--- config.mk ---
export PLATFORM = sky130hd
export DESIGN_NAME = prpg_seq_ctrl
export DESIGN_NICKNAME = d
export VERILOG_FILES = /design/src/rtl/prpg_seq_ctrl.sv
export SDC_FILE = /design/constraint.sdc
export NUM_CORES = 1
export LEC_CHECK = 0
export ABC_AREA = 1
export BUFFER_PORTS_ARGS = -buffer_cell sky130_fd_sc_hd__buf_2
export CAP_MARGIN = 20
export CORE_MARGIN = 2
export CORE_UTILIZATION = 59
export CTS_CLUSTER_DIAMETER = 120
export CTS_CLUSTER_SIZE = 12
export DETAILED_ROUTE_END_ITERATION = 8
export PLACE_DENSITY_LB_ADDON = 0.2
export SETUP_SLACK_MARGIN = 0.02
export SYNTH_ARGS = -nofsm -noshare
export SYNTH_HDL_FRONTEND = slang
export SYNTH_SLANG_ARGS = --single-unit
export TNS_END_PERCENT = 20
--- constraint.sdc ---
create_clock -name clk -period 4.4 [get_ports clk]
set_clock_uncertainty 0.2 [all_clocks]
set_input_delay 0.66 -clock clk [delete_from_list [all_inputs] [get_ports clk]]
set_output_delay 0.66 -clock clk [all_outputs]
set_load 0.005 [all_outputs]
--- src/rtl/prpg_seq_ctrl.sv ---
// ============================================================================
// Module   : prpg_seq_ctrl
// Brief    : Seeds and runs an external W-bit LFSR pattern generator for a
//            programmed pattern count, forwarding patterns with a valid
//            strobe while measuring the sequence period and detecting the
//            all-zero lock-up state.
//            Optional macro PRPG_SEQ_CTRL_AUTORESEED_EN: on lock-up, reseed
//            and continue (up to 3 times per run) instead of aborting.
// Revision : 1.0  initial release
// ============================================================================
`default_nettype none

module prpg_seq_ctrl #(
    parameter int W     = 4,
    parameter int CNT_W = 8,
    parameter int PER_W = W + 1
) (
    input  logic             clk,
    input  logic             rst_n,
    input  logic             start,
    input  logic             stop,
    input  logic [W-1:0]     seed,
    input  logic [CNT_W-1:0] num_pat,
    output logic             prpg_load,
    output logic [W-1:0]     prpg_seed,
    output logic             prpg_en,
    input  logic [W-1:0]     prpg_seq,
    output logic             pat_valid,
    output logic [W-1:0]     pat_data,
    output logic             busy,
    output logic             done,
    output logic [PER_W-1:0] period,
    output logic             period_valid,
    output logic             lockup_err
);

    localparam logic [1:0] c_IDLE = 2'd0;
    localparam logic [1:0] c_LOAD = 2'd1;
    localparam logic [1:0] c_RUN  = 2'd2;
    localparam logic [1:0] c_DONE = 2'd3;

    localparam logic [CNT_W-1:0] c_CNT_ONE = CNT_W'(1);
    localparam logic [PER_W-1:0] c_PER_ONE = PER_W'(1);
    localparam logic [PER_W-1:0] c_PER_MAX = '1;

    logic [1:0]       r_state;
    logic [1:0]       w_next_state;
    logic [W-1:0]     r_seed;
    logic [CNT_W-1:0] r_num_pat;
    logic [CNT_W-1:0] r_pat_cnt;
    logic [PER_W-1:0] r_per_cnt;
    logic             w_accept;
    logic             w_lockup;
    logic             w_last;
    logic             w_reseed_ok;
    logic             w_recur;

    assign w_accept = (r_state == c_IDLE) && start;
    assign w_lockup = (prpg_seq == '0);
    assign w_last   = (r_pat_cnt == (r_num_pat - c_CNT_ONE));
    assign w_recur  = (r_per_cnt != '0) && (prpg_seq == r_seed) && !period_valid;

`ifdef PRPG_SEQ_CTRL_AUTORESEED_EN
    logic [1:0] r_reseed_cnt;

    assign w_reseed_ok = (r_reseed_cnt != 2'd3);

    always_ff @(posedge clk or negedge rst_n) begin
        if (!rst_n) begin
            r_reseed_cnt <= 2'd0;
        end else if (w_accept) begin
            r_reseed_cnt <= 2'd0;
        end else if ((r_state == c_RUN) && w_lockup && w_reseed_ok) begin
            r_reseed_cnt <= r_reseed_cnt + 2'd1;
        end
    end
`else
    assign w_reseed_ok = 1'b0;
`endif

    // State register
    always_ff @(posedge clk or negedge rst_n) begin
        if (!rst_n) begin
            r_state <= c_IDLE;
        end else begin
            r_state <= w_next_state;
        end
    end

    // Next-state logic; lock-up outranks stop, which outranks the count
    always_comb begin
        w_next_state = r_state;
        case (r_state)
            c_IDLE: begin
                if (start) begin
                    w_next_state = (num_pat != '0) ? c_LOAD : c_DONE;
                end
            end
            c_LOAD: w_next_state = c_RUN;
            c_RUN: begin
                if (w_lockup) begin
                    w_next_state = w_reseed_ok ? c_LOAD : c_DONE;
                end else if (stop || w_last) begin
                    w_next_state = c_DONE;
                end
            end
            c_DONE:  w_next_state = c_IDLE;
            default: w_next_state = c_IDLE;
        endcase
    end

    // Output decode
    always_comb begin
        prpg_load = 1'b0;
        prpg_seed = '0;
        prpg_en   = 1'b0;
        pat_valid = 1'b0;
        pat_data  = '0;
        busy      = 1'b0;
        done      = 1'b0;
        case (r_state)
            c_LOAD: begin
                prpg_load = 1'b1;
                prpg_seed = r_seed;
                busy      = 1'b1;
            end
            c_RUN: begin
                prpg_en   = 1'b1;
                pat_valid = !w_lockup;
                pat_data  = prpg_seq;
                busy      = 1'b1;
            end
            c_DONE:  done = 1'b1;
            default: ;
        endcase
    end

    // Run bookkeeping: seed/count latch, pattern and period counters
    always_ff @(posedge clk or negedge rst_n) begin
        if (!rst_n) begin
            r_seed       <= '0;
            r_num_pat    <= '0;
            r_pat_cnt    <= '0;
            r_per_cnt    <= '0;
            period       <= '0;
            period_valid <= 1'b0;
            lockup_err   <= 1'b0;
        end else begin
            case (r_state)
                c_IDLE: begin
                    if (start) begin
                        // all-zero seed would lock the LFSR, substitute all-ones
                        r_seed       <= (seed == '0) ? '1 : seed;
                        r_num_pat    <= num_pat;
                        r_pat_cnt    <= '0;
                        r_per_cnt    <= '0;
                        period       <= '0;
                        period_valid <= 1'b0;
                        lockup_err   <= 1'b0;
                    end
                end
                c_LOAD: r_per_cnt <= '0;
                c_RUN: begin
                    if (r_per_cnt != c_PER_MAX) begin
                        r_per_cnt <= r_per_cnt + c_PER_ONE;
                    end
                    if (w_lockup) begin
                        lockup_err <= 1'b1;
                    end else begin
                        r_pat_cnt <= r_pat_cnt + c_CNT_ONE;
                        if (w_recur) begin
                            period       <= r_per_cnt;
                            period_valid <= 1'b1;
                        end
                    end
                end
                default: ;
            endcase
        end
    end

endmodule

`default_nettype wire

Yosys cells after proc, flatten, opt, wreduce, memory -nomap -nowiden
Index checks and enable logic that the tools add are counted.

Register bits after elaboration: 34. Bits of input ports: 20. Output and inout bits: 20. Logic and storage cells: 70.

$add $sub $neg: 3. Equality and inequality tests: 12. Mux-type cells: 28. Reductions and logical operators: 19.

Operators by type and width (number): 2-to-1 mux 5 bit (4); 2-to-1 mux 8 bit (2); one-hot mux 8 bit (2 select lines) (1); one-hot mux 5 bit (3 select lines) (1); 2-to-1 mux 4 bit (3); inequality test 2 bit (second input constant) (5); one-hot mux 5 bit (2 select lines) (1); 2-to-1 mux 1 bit (9); AND reduction 3 bit (3); adder 8 x 1 -> 8 bit (second input constant) (1); equality test 8 bit (1); logical NOT 4 bit (2); 2-to-1 mux 2 bit (4); one-hot mux 2 bit (4 select lines) (1); nonzero test 8 bit (1); subtractor 8 x 1 -> 8 bit (second input constant) (1); adder 5 x 1 -> 5 bit (second input constant) (1); inequality test 5 bit (second input constant) (1); nonzero test 5 bit (1); equality test 2 bit (second input constant) (2); equality test 4 bit (1); one-hot mux 1 bit (2 select lines) (2); AND reduction 2 bit (2); AND reduction 4 bit (1); 9 further kinds (11).

Depth between registers and ports, before layout
Word-level depth: 6. Gate-level depth with buffers: 14. Gate-level depth less buffers: 14.

Worst setup path before layout
OpenSTA, ideal clock, no wires.

Path kind: register -> output. Start point: reg r_state[0]. End point: out pat_data[0]. Arrival: 1200 ps. Data required time: 3540 ps. Path slack: 2340 ps. Cell stages (with the launch flop): 7. Path buffers: 2. Path through: dfrtp_1 -> inv_1 -> ha_1 -> buf_4 -> clkbuf_1 -> nand2_1 -> inv_1.

Cells in the longest elaborated chain, start to end: 2.

Ends and longest elaborated chain: start, declared (line 46) `logic [1:0] r_state;`; start signal, assigned (line 84) `r_state <= c_IDLE;`; start signal, assigned (line 86) `r_state <= w_next_state;`; equality test 2 bit (line 121) `case (r_state)`; 2-to-1 mux 4 bit (line 121); end, declared (line 29) `output logic [W-1:0] pat_data,`.

Every way passes these cells.

Final worst setup path
Start point: reg r_state[0]. End point: out pat_valid.

Cells in the longest elaborated chain, start to end: 2.

Ends and longest elaborated chain: equality test 2 bit (line 121); 2-to-1 mux 1 bit (line 121); end, declared (line 28) `output logic pat_valid,`.

Every way passes these cells.

==> results.ini <==
[hold_path]
hold_path.class = in2async

[clock_network]
cts_setup_buffers = 0
cts_root_buf = clkbuf_4
hold_buffers = 0
clock_path_buffers = 2
insertion_delay_ps = 350
cts_max_level = 2
clock_sinks = 34
ctsResizeCount = 0
cts_tree = done
cts_inserted_buffers = 5
clkTransAtPathRegs_ps = 110

[synthesis]
synth_top_family_by_area = simple AND/OR/NAND/NOR gates
ys_warn_count = 0
synth_ff_type = dfrtp_1
synth-seq-cells = 34
synthCells = 284
ys_seq_area_share_pct = 40.3
synthDistinctLibCells = 30
syn_nets = 313
synth-compound-area-share_pct = 8.72
syn-cell-area_sq_mm = 0.00211
async_reset_ff_share_pct = 100
synth_edf_count = 0
synth_adder_area_share_pct = 5.34
synth_xor_area_share_pct = 4.57
synth_area_per_cell_sq_um = 7.43
yosys.area_share.simple_pct = 31.1
synth_mux_area_share_pct = 0

[worst_setup_path]
critPathKind = reg2out
path_max_fanout = 19
endpoint_kind = output port
rr_worst_depth = 8
critPathArrivalTime_ps = 2000
critPathLaunchType = register
worstPathRequired_ps = 3540

[layout]
n_antenna_cell = 0
layout.nets = 354
layout-drive-gt1-share_pct = 20.6
syn_to_final_growth_pct = 13.6
final_core_util_pct = 70.7
finalNonFillerCells = 372

[detailed_routing]
wl_um = 4370
wl_per_cell_um = 11.7
vias_per_cell = 5.13
antenna_left = 0
drcViolationCount = 0
drtPass1Iterations = 4
first_iter_violations = 106
vias = 1908

[sta]
timing.final.crit_share_pct = 65.1
fmax_ghz = 0.349
final.setup.tns_ps = 0
fin_crit_ps = 2860
drv_slew = 0
tightest_slew_ps = 736
setup_violations = 0
rsz0062_at_grt = no
timing_hold_violations_final = 0
slew_headroom_pct = 50.9

[grt]
antenna_found_initial = 0
grt_pass1_vias = 1878
grt_pass1_wl_um = 7830
grt_util_all_layers_pct = 24.6
grt_max_degree = 35
overflow = 0

[power]
leakage_nw = 1.32
powerDensity_mw_per_mm2 = 552
peakVddDrop_mv = 0.330

[placed_design]
dp.final_hpwl_um = 3400
dp_cells = 364
place_congestion = 0.795
port_buffers = 39

[floorplanning]
die_w_um = 63.8
rows = 21
die_y_um = 63.8
ioPinCount = 40
core_area_sq_mm = 0.00339
initial_core_util_pct = 62.2
dieArea_sq_mm = 0.00407

[flow_run]
cap_violations = 0

[status]
status = completed

synth_stat cells, types with 3 or more instances:
| library cell | n | share of area, % |
|---|---|---|
| nand2_1 | 73 | 13 |
| inv_1 | 43 | 7.7 |
| dfrtp_1 | 34 | 40 |
| nor2_1 | 27 | 4.8 |
| nand3_1 | 17 | 4.0 |
| o21ai_0 | 16 | 3.8 |
| ha_1 | 9 | 5.3 |
| xor2_1 | 8 | 3.3 |
| inv_2 | 6 | 1.1 |
| a21oi_1 | 5 | 1.2 |
| o21ai_1 | 5 | 1.2 |
| a31oi_1 | 4 | 1.2 |
| nand4_1 | 4 | 1.2 |
| nor2_2 | 4 | 1.2 |
| nor4_1 | 3 | 0.89 |
| xnor2_1 | 3 | 1.2 |
worst max-delay path: stages, from the launching register on:
cell     delay (ps)
dfrtp_1         430
inv_1           100
ha_1            570
inv_1           240
nor2_1          180
buf_2           130
cell type report:
| cell class | count | area, sq um |
|---|---|---|
| inverters | 49 | 184 |
| fillers | 288 | 992 |
| repair buffers | 39 | 195 |
| well taps | 46 | 57.6 |
| flip-flops and latches | 34 | 851 |
| clock buffers | 7 | 55.1 |
| clock inverters | 1 | 5.00 |
| multi-input cells | 196 | 1050 |
logic make-up after synthesis:
logic type | after synthesis
buffers and inverters | 54
xor gates and xnor gates | 11
DFF | 34
adders and majority gates | 9
and+or+nand+nor | 142
AOI/OAI and AO/OA | 34
cells in the final DEF (no fill, tap or decap):
master,instances
clkinv_2,1
dfrtp_1,34
o31ai_1,1
nand4_1,4
inv_2,6
nand3_2,2
nand2_4,1
nor3_2,2
o21ai_0,16
clkbuf_8,1
nand3_1,17
nor3_1,2
nor4_1,3
clkbuf_1,1
nor2_2,4
o21ai_1,5
inv_1,43
nor2_4,2
nor3_4,1
a21oi_1,5
nor3b_1,2
buf_2,39
clkbuf_4,5
ha_1,9
o21ai_2,1
o22ai_1,2
a31oi_1,4
xnor2_1,3
nand2_1,73
nor2_1,27
nand2_2,2
xor2_1,8
registers in the layout (all words and copies together) (netlist names):
signal and count:
period_valid 1, r_pat_cnt 8, r_per_cnt 5, r_num_pat 8
period 5, lockup_err 1, r_seed 4, r_state 2
metrics by stage:
stage	setup slack (ps)	total power, mW	instance area, sq um	hold slack, ps
global placement	1970	1.12	2340	268
CTS	1530	1.33	2400	192
global route	1380	1.46	2400	225
floorplan	2340	0.964	2110	164
detailed placement	1920	1.14	2340	274
finish	1540	1.32	2400	160
routing by layer:
layer  vias to the layer above  global-route usage (%)  share of wire (%)
met5                         -                       0                  0
met4                         0                    12.0                2.2
met3                        13                    4.93                5.1
met2                        53                    40.9                 47
met1                       862                    30.4                 45
li1                        980                       -                  -
final timing paths:
kind | start | to | slack, ps
setup / recovery | r_state[0] | pat_valid | 1540
hold / removal | rst_n | r_pat_cnt[1] | 160
hold reg to reg | period[4] | period[4] | 290
max in group asynchronous | rst_n | r_num_pat[6] | 3370
setup reg to reg | r_state[0] | r_state[1] | 2160
min in group clk | period[4] | period[4] | 290
power breakdown:
group          switching [mW]  leakage (nW)  internal, mW
clock                   0.111        0.0353        0.0774
sequential             0.0740         0.445         0.388
combinational           0.421         0.843         0.251
total                   0.606          1.32         0.717
Note: power is estimated with default switching activity, not from simulation.
